[src/rtl/led_level_ctrl.sv]
// Brightness level controller: debounced up/down buttons step a level that drives a tick-aligned PWM.
// Define LED_LEVEL_DEBOUNCE_EN to build the per-button debounce counters; otherwise the synchronizer feeds the edge detector directly.
module led_level_ctrl #(
  parameter int DIV        = 4,
  parameter int PERIOD     = 5,
  parameter int LW         = 3,
  parameter int DEB        = 8,
  parameter int LEVEL_INIT = 1
) (
  input  logic          clk,
  input  logic          rst_n,
  input  logic          btn_up,
  input  logic          btn_dn,
  output logic          tick,
  output logic [LW-1:0] slot,
  output logic [LW-1:0] level,
  output logic          pwm_o
);

  localparam int            PW        = $clog2(DIV);
  localparam logic [PW-1:0] PRE_LAST  = PW'(DIV - 1);
  localparam logic [LW-1:0] SLOT_LAST = LW'(PERIOD - 1);
  localparam logic [LW-1:0] LVL_RST   = LW'(LEVEL_INIT);
  localparam logic [LW:0]   LVL_MAX   = (LW + 1)'(PERIOD);
  localparam logic          PWM_RST   = (LEVEL_INIT > 0);

  if (DIV < 2 || PERIOD < 2 || DEB < 1 || (2 ** LW) <= PERIOD ||
      LEVEL_INIT < 0 || LEVEL_INIT > PERIOD) begin : g_bad_params
    $error("led_level_ctrl: illegal parameter set");
  end

  // One extra bit of headroom so the increment can be clamped before it is truncated.
  function automatic logic [LW-1:0] step_level(input logic [LW-1:0] cur,
                                               input logic up, input logic dn);
    logic [LW:0] wide;
    wide = {1'b0, cur};
    if (up && !dn) begin
      wide = wide + (LW + 1)'(1);
      if (wide > LVL_MAX) wide = LVL_MAX;
    end else if (dn && !up) begin
      wide = (wide == '0) ? '0 : wide - (LW + 1)'(1);
    end
    return wide[LW-1:0];
  endfunction

  logic [1:0] btn_raw;
  logic [1:0] sync_p0, sync_p1;
  logic [1:0] deb, deb_q, rise;

  assign btn_raw = {btn_dn, btn_up};

  // stage p0/p1: two-flop synchronizer, bit 0 = up, bit 1 = down
  always_ff @(posedge clk or negedge rst_n) begin
    if (!rst_n) begin
      sync_p0 <= '0;
      sync_p1 <= '0;
    end else begin
      sync_p0 <= btn_raw;
      sync_p1 <= sync_p0;
    end
  end

`ifdef LED_LEVEL_DEBOUNCE_EN
  localparam int            CW       = $clog2(DEB + 1);
  localparam logic [CW-1:0] CNT_LAST = CW'(DEB - 1);

  logic [CW-1:0] cnt [2];

  // debounce: flip only after DEB consecutive samples disagree with the held value
  always_ff @(posedge clk or negedge rst_n) begin
    if (!rst_n) begin
      deb    <= '0;
      cnt[0] <= '0;
      cnt[1] <= '0;
    end else begin
      for (int b = 0; b < 2; b++) begin
        if (sync_p1[b] == deb[b]) begin
          cnt[b] <= '0;
        end else if (cnt[b] == CNT_LAST) begin
          deb[b] <= ~deb[b];
          cnt[b] <= '0;
        end else begin
          cnt[b] <= cnt[b] + CW'(1);
        end
      end
    end
  end
`else
  assign deb = sync_p1;
`endif

  assign rise = deb & ~deb_q;

  always_ff @(posedge clk or negedge rst_n) begin
    if (!rst_n) begin
      deb_q <= '0;
      level <= LVL_RST;
    end else begin
      deb_q <= deb;
      level <= step_level(level, rise[0], rise[1]);
    end
  end

  logic [PW-1:0] pre;
  logic [LW-1:0] active;
  logic [LW-1:0] slot_nx, active_nx;

  // The active level is only swapped at the slot wrap so a period is never cut short.
  always_comb begin
    slot_nx   = slot;
    active_nx = active;
    if (tick) begin
      if (slot == SLOT_LAST) begin
        slot_nx   = '0;
        active_nx = level;
      end else begin
        slot_nx = slot + LW'(1);
      end
    end
  end

  always_ff @(posedge clk or negedge rst_n) begin
    if (!rst_n) begin
      pre    <= '0;
      tick   <= 1'b0;
      slot   <= '0;
      active <= LVL_RST;
      pwm_o  <= PWM_RST;
    end else begin
      pre    <= (pre == PRE_LAST) ? '0 : pre + PW'(1);
      tick   <= (pre == PRE_LAST);
      slot   <= slot_nx;
      active <= active_nx;
      pwm_o  <= (slot_nx < active_nx);
    end
  end

endmodule

[config.mk]
export PLATFORM = sky130hd
export DESIGN_NAME = led_level_ctrl
export DESIGN_NICKNAME = d
export VERILOG_FILES = /design/src/rtl/led_level_ctrl.sv
export SDC_FILE = /design/constraint.sdc
export NUM_CORES = 1
export LEC_CHECK = 0
export BUFFER_PORTS_ARGS = -buffer_cell sky130_fd_sc_hd__buf_2
export CAP_MARGIN = 40
export CORE_MARGIN = 5
export CORE_UTILIZATION = 35
export CTS_CLUSTER_DIAMETER = 150
export DETAILED_ROUTE_END_ITERATION = 10
export GPL_ROUTABILITY_DRIVEN = 0
export PLACE_DENSITY = 0.6
export SLEW_MARGIN = 20
export SYNTH_ARGS = -nofsm -noshare
export SYNTH_HDL_FRONTEND = slang
export SYNTH_SLANG_ARGS = --single-unit
[constraint.sdc]
create_clock -name clk -period 4.41 [get_ports clk]
set_clock_uncertainty 0.15 [all_clocks]
set_input_delay 0.6615 -clock clk [delete_from_list [all_inputs] [get_ports clk]]
set_output_delay 0.6615 -clock clk [all_outputs]
set_load 0.02 [all_outputs]
**Word level (Yosys, flattened, before mapping)**

Cells that the tools add are included.

- Bitwise operators: 2
- Magnitude comparators: 2
- Add/sub/neg operators: 4
- Equality and inequality tests: 2
- Muxes and demuxes: 9
- Reductions and logical operators: 6

Operators with widths:

| kind | count |
|---|---|
| $mux W3 | 8 |
| $add A3 B1 Y4 const B | 1 |
| $gt A4 B3 Y1 const B | 1 |
| $add A3 B1 Y3 const B | 1 |
| $eq A3 B3 Y1 const B | 1 |
| $logic_not A3 Y1 | 1 |
| $lt A3 B3 Y1 | 1 |
| $sub A3 B1 Y3 const B | 1 |
| $add A2 B1 Y2 const B | 1 |
| $and A2 B2 Y2 | 1 |
| $eq A2 B2 Y1 const B | 1 |
| $logic_and A1 B1 Y1 | 2 |
| $logic_not A1 Y1 | 2 |
| $mux W2 | 1 |
| $not A2 Y2 | 1 |
| $reduce_bool A2 Y1 | 1 |

- Bits of input ports: 4
- Word-level logic and storage cells: 34
- Register bits: 19
- Output and inout port bits: 8

**Longest topological paths before layout**

- Depth after elaboration: 6
- Mapped depth: 8
- Mapped depth without buffers: 8

**Worst setup path before layout**

OpenSTA, ideal clock, no wires.

- Kind: flip-flop to flip-flop
- Start: reg slot[0]
- End: reg pwm_o
- Clock period less this slack: 2.134 ns
- Buffers on the path: 0
- Arrival: 1.896 ns
- Required time: 4.172 ns
- Setup slack: 2.276 ns
- Stages on the path, launching flop included: 9
- Library setup time: 0.088 ns
- Path through: dfrtp_1 > inv_1 > ha_1 > nand3_2 > mux2_4 > inv_1 > ha_1 > and3_4 > a221oi_2

- Word-level cells in the longest chain between the ends: 4
- Elaborated cells on any way between the ends: 7
- Classes of those cells: add/sub (1); order compare (1); eq/ne (1); mux (4)

RTL lines:

| what | line | RTL |
|---|---|---|
| from (decl) | 15 | `output logic [LW-1:0] slot,` |
| from (signal assigned) | 132 | `slot <= slot_nx;` |
| $eq A3 B3 Y1 | 113 | `if (slot == SLOT_LAST) begin` |
| $mux W3 | 113 |  |
| $mux W3 | 112 | `if (tick) begin` |
| named net active_nx[2] | 106 | `logic [LW-1:0] slot_nx, active_nx;` |
| $lt A3 B3 Y1 | 134 | `pwm_o <= (slot_nx < active_nx);` |
| to (signal assigned) | 134 |  |
| to (decl) | 17 | `output logic pwm_o` |

The timed path passes the listed nets, and every way through them passes these cells.
A chain may end at the register's enable or synchronous reset.

**Worst setup path in the final report**

Same ends and word-level chain as after synthesis.

==> results_dict.tcl <==
set metrics [dict create \
    outcome "finished, final reports clean" \
    ys.warnings.count 0 \
    pre_cts_ws_ps 2289 \
    async_reset_ff_share_pct 100.0 \
    post_drt_wl_per_cell_um 12.55 \
    grt_setup_unrepaired "no" \
    wirelength_um 1493 \
    fin_crit_ps 2137 \
    crit_chain "inv_1 -> ha_1 -> nand3_2 -> mux2_4 -> inv_1 -> ha_1 -> and3_4 -> a221oi_2" \
    cts_resized 0 \
    slowest_stage "dfrtp_1" \
    num_antenna_cells 0 \
    clkSinkCount 19 \
    ioPinCount 12 \
    yosysSeqAreaShare_pct 54.40 \
    critPathMaxStageDelay_ps 430 \
    post-cts-setup-buffers 0 \
    ys.flop_type "dfrtp_1" \
    placedCellCount 115 \
    grt_pass1_vias 590 \
    synth_edf_count 0 \
    tns_ps 0 \
    drive_above_1_share_pct 25.84 \
    fin_nets 103 \
    final_util_pct 40.95 \
    cts_tree "done" \
    ctsHoldBuffers 0 \
    firstDrtPassIters 4 \
    die_area_sq_um 3620 \
    setup_viol 0 \
    clk_latency_ps 290 \
    drc 0 \
    worstSetupPathType "flip-flop to flip-flop" \
    min_period_over_period_pct 48.47 \
    port_buffers 11 \
    final_area_sq_um 996.0 \
    comb_power_share_pct 33.2 \
    cts_max_path_buffers 2 \
    synth_cell_types 27 \
    clockRootBuffer "clkbuf_4" \
    die_h_um 60.17 \
    grt_pass1_wl_um 2608 \
    p_sw_mw 0.1739 \
    start_kind "flip-flop" \
    avgSynthCellArea_sq_um 11.74 \
    slew_headroom_pct 71.35 \
    area_growth_pct 13.07 \
    core_sq_um 2432 \
    hold_slack_ps 132.0 \
    ys_ff_latch 19 \
    seqPwrFrac_pct 48.7 \
    cp.arrival_ps 2210 \
    grt_max_degree 20 \
    max-vdd-ir-drop_v 0.0002626 \
    start_util_pct 36.21 \
    numCtsBuffers 3 \
    grtUsageTotal_pct 9.710 \
    grt-ovfl-total 0 \
    synthCells 75 \
    clkPwrFrac_pct 18.1 \
    die_w_um 60.17 \
    avgViaCountPerCell 4.857 \
    ctsHtreeMaxLevel 1 \
    antenna_found_initial 0 \
    tightestPinTransition_ps 429.8 \
    slew_violations 0 \
    setup_slack_ps 2273 \
    cp_max_fo 5 \
    end_kind "flip-flop" \
    finalHoldViolations 0 \
    power.total_mw 0.4966 \
    power_per_cell_area_nw_per_um2 498.6 \
    syn_area_sq_um 880.8 \
    max-cap-violations 0 \
    placementRows 18 \
    hp-class "input pin to async pin" \
    max_freq_mhz 467.8 \
    ant_nets 0 \
    layoutNonFillerInstCount 119 \
    synth_fp_nets 88 \
    p_leak_nw 0.4763 \
    path_clk_slew_ps 120 \
    p_int_mw 0.3227 \
    crit_required_ps 4480 \
    drt_iter0_drc 18 \
    num_vias 578 \
    place_hpwl_um 1114 \
    nFillCells 242 \
    place_area_sq_um 965.9 \
    switching_share_pct 35.02 \
]
-- cells in the final DEF, fill, tap and decap left out, types with 3 or more instances in the layout --
cell type   n
buf_2      11
dfrtp_1    16
dfstp_2     3
o21ai_0     5
nor2_1      3
inv_1       6
ha_1        9
nand2_1     9
clkbuf_4    3
-- cell usage after synthesis, types with 2 or more instances --
library cell / count / area, sq um
dfstp_2: 3 / 78.83
nand2_1: 9 / 33.78
mux2i_1: 2 / 20.02
nor2b_1: 2 / 12.51
nand2b_1: 2 / 12.51
ha_1: 9 / 112.6
o21ai_0: 5 / 25.02
inv_1: 6 / 22.52
nor2_1: 3 / 11.26
a21oi_1: 2 / 10.01
dfrtp_1: 16 / 400.4
-- critical path: cells and delay by family (launching register included) --
kind,cells,cell delay [ps]
buffers and inverters,2,160
adders and majority gates,2,470
DFF,1,430
muxes,1,330
and+or+nand+nor,2,310
AOI/OAI and AO/OA,1,220
-- state kept, by name, indices dropped and copies added (netlist names) --
register,flops
tick,1
deb,2
active,3
sync_p0,2
pre,2
level,3
pwm_o,1
deb_q,2
slot,3
-- routing by layer --
metal / vias up / GRT usage [%] / share of wire [%]
met5: - / 0 / 0
met4: 0 / 1.899 / 0.80
met3: 2 / 4.104 / 4.1
met2: 9 / 14.81 / 43
met1: 281 / 12.85 / 52
li1: 286 / - / -
-- power groups by stage --
| stage | logic [mW] | registers, mW | clock network [mW] |
|---|---|---|---|
| after floorplan | 0.105 | 0.259 | 0 |
| after global placement | 0.163 | 0.244 | 0 |
| after detailed placement | 0.168 | 0.246 | 0 |
| after CTS | 0.169 | 0.243 | 0.0951 |
| after global routing | 0.187 | 0.247 | 0.103 |
| final | 0.165 | 0.242 | 0.0899 |
-- path summary, 6_finish.rpt --
| check | from | to | slack, ps | cells past startpoint |
|---|---|---|---|---|
| max | slot[0]$_DFF_PN0_ | pwm_o$_DFF_PN1_ | 2270 | 8 |
| min | rst_n | slot[2]$_DFF_PN0_ | 130 | 1 |
| max reg2reg | slot[0]$_DFF_PN0_ | pwm_o$_DFF_PN1_ | 2270 | 8 |
| min reg2reg | sync_p0[0]$_DFF_PN0_ | deb[0]$_DFF_PN0_ | 210 | 0 |
| max in group asynchronous | rst_n | active[0]$_DFF_PN1_ | 3640 | 1 |
| min in group clk | sync_p0[0]$_DFF_PN0_ | deb[0]$_DFF_PN0_ | 210 | 0 |
-- cells by family (layout without fill, tap and decap cells) --
| logic type | after synthesis | after routing | share of synthesized area (%) |
|---|---|---|---|
| AO/OA/AOI/OAI | 16 | 16 | 12.36 |
| adder cells (fa/ha/maj) | 9 | 9 | 12.78 |
| buffers and inverters | 7 | 21 | 3.409 |
| flip-flops | 19 | 19 | 54.40 |
| multiplexers | 3 | 3 | 3.977 |
| AND/OR/NAND/NOR | 21 | 21 | 13.07 |
-- cell type report --
class	count	area (sq um)	share of cell area (%)
Tap cell	30	37.54	3.769
Clock buffer	3	22.52	2.261
Sequential cell	19	479.2	48.12
Timing Repair Buffer	11	55.05	5.528
Inverter	6	22.52	2.261
Multi-Input combinational cell	49	371.6	37.31
Clock inverter	1	7.507	0.7538
(Power assumes the default switching activity.)
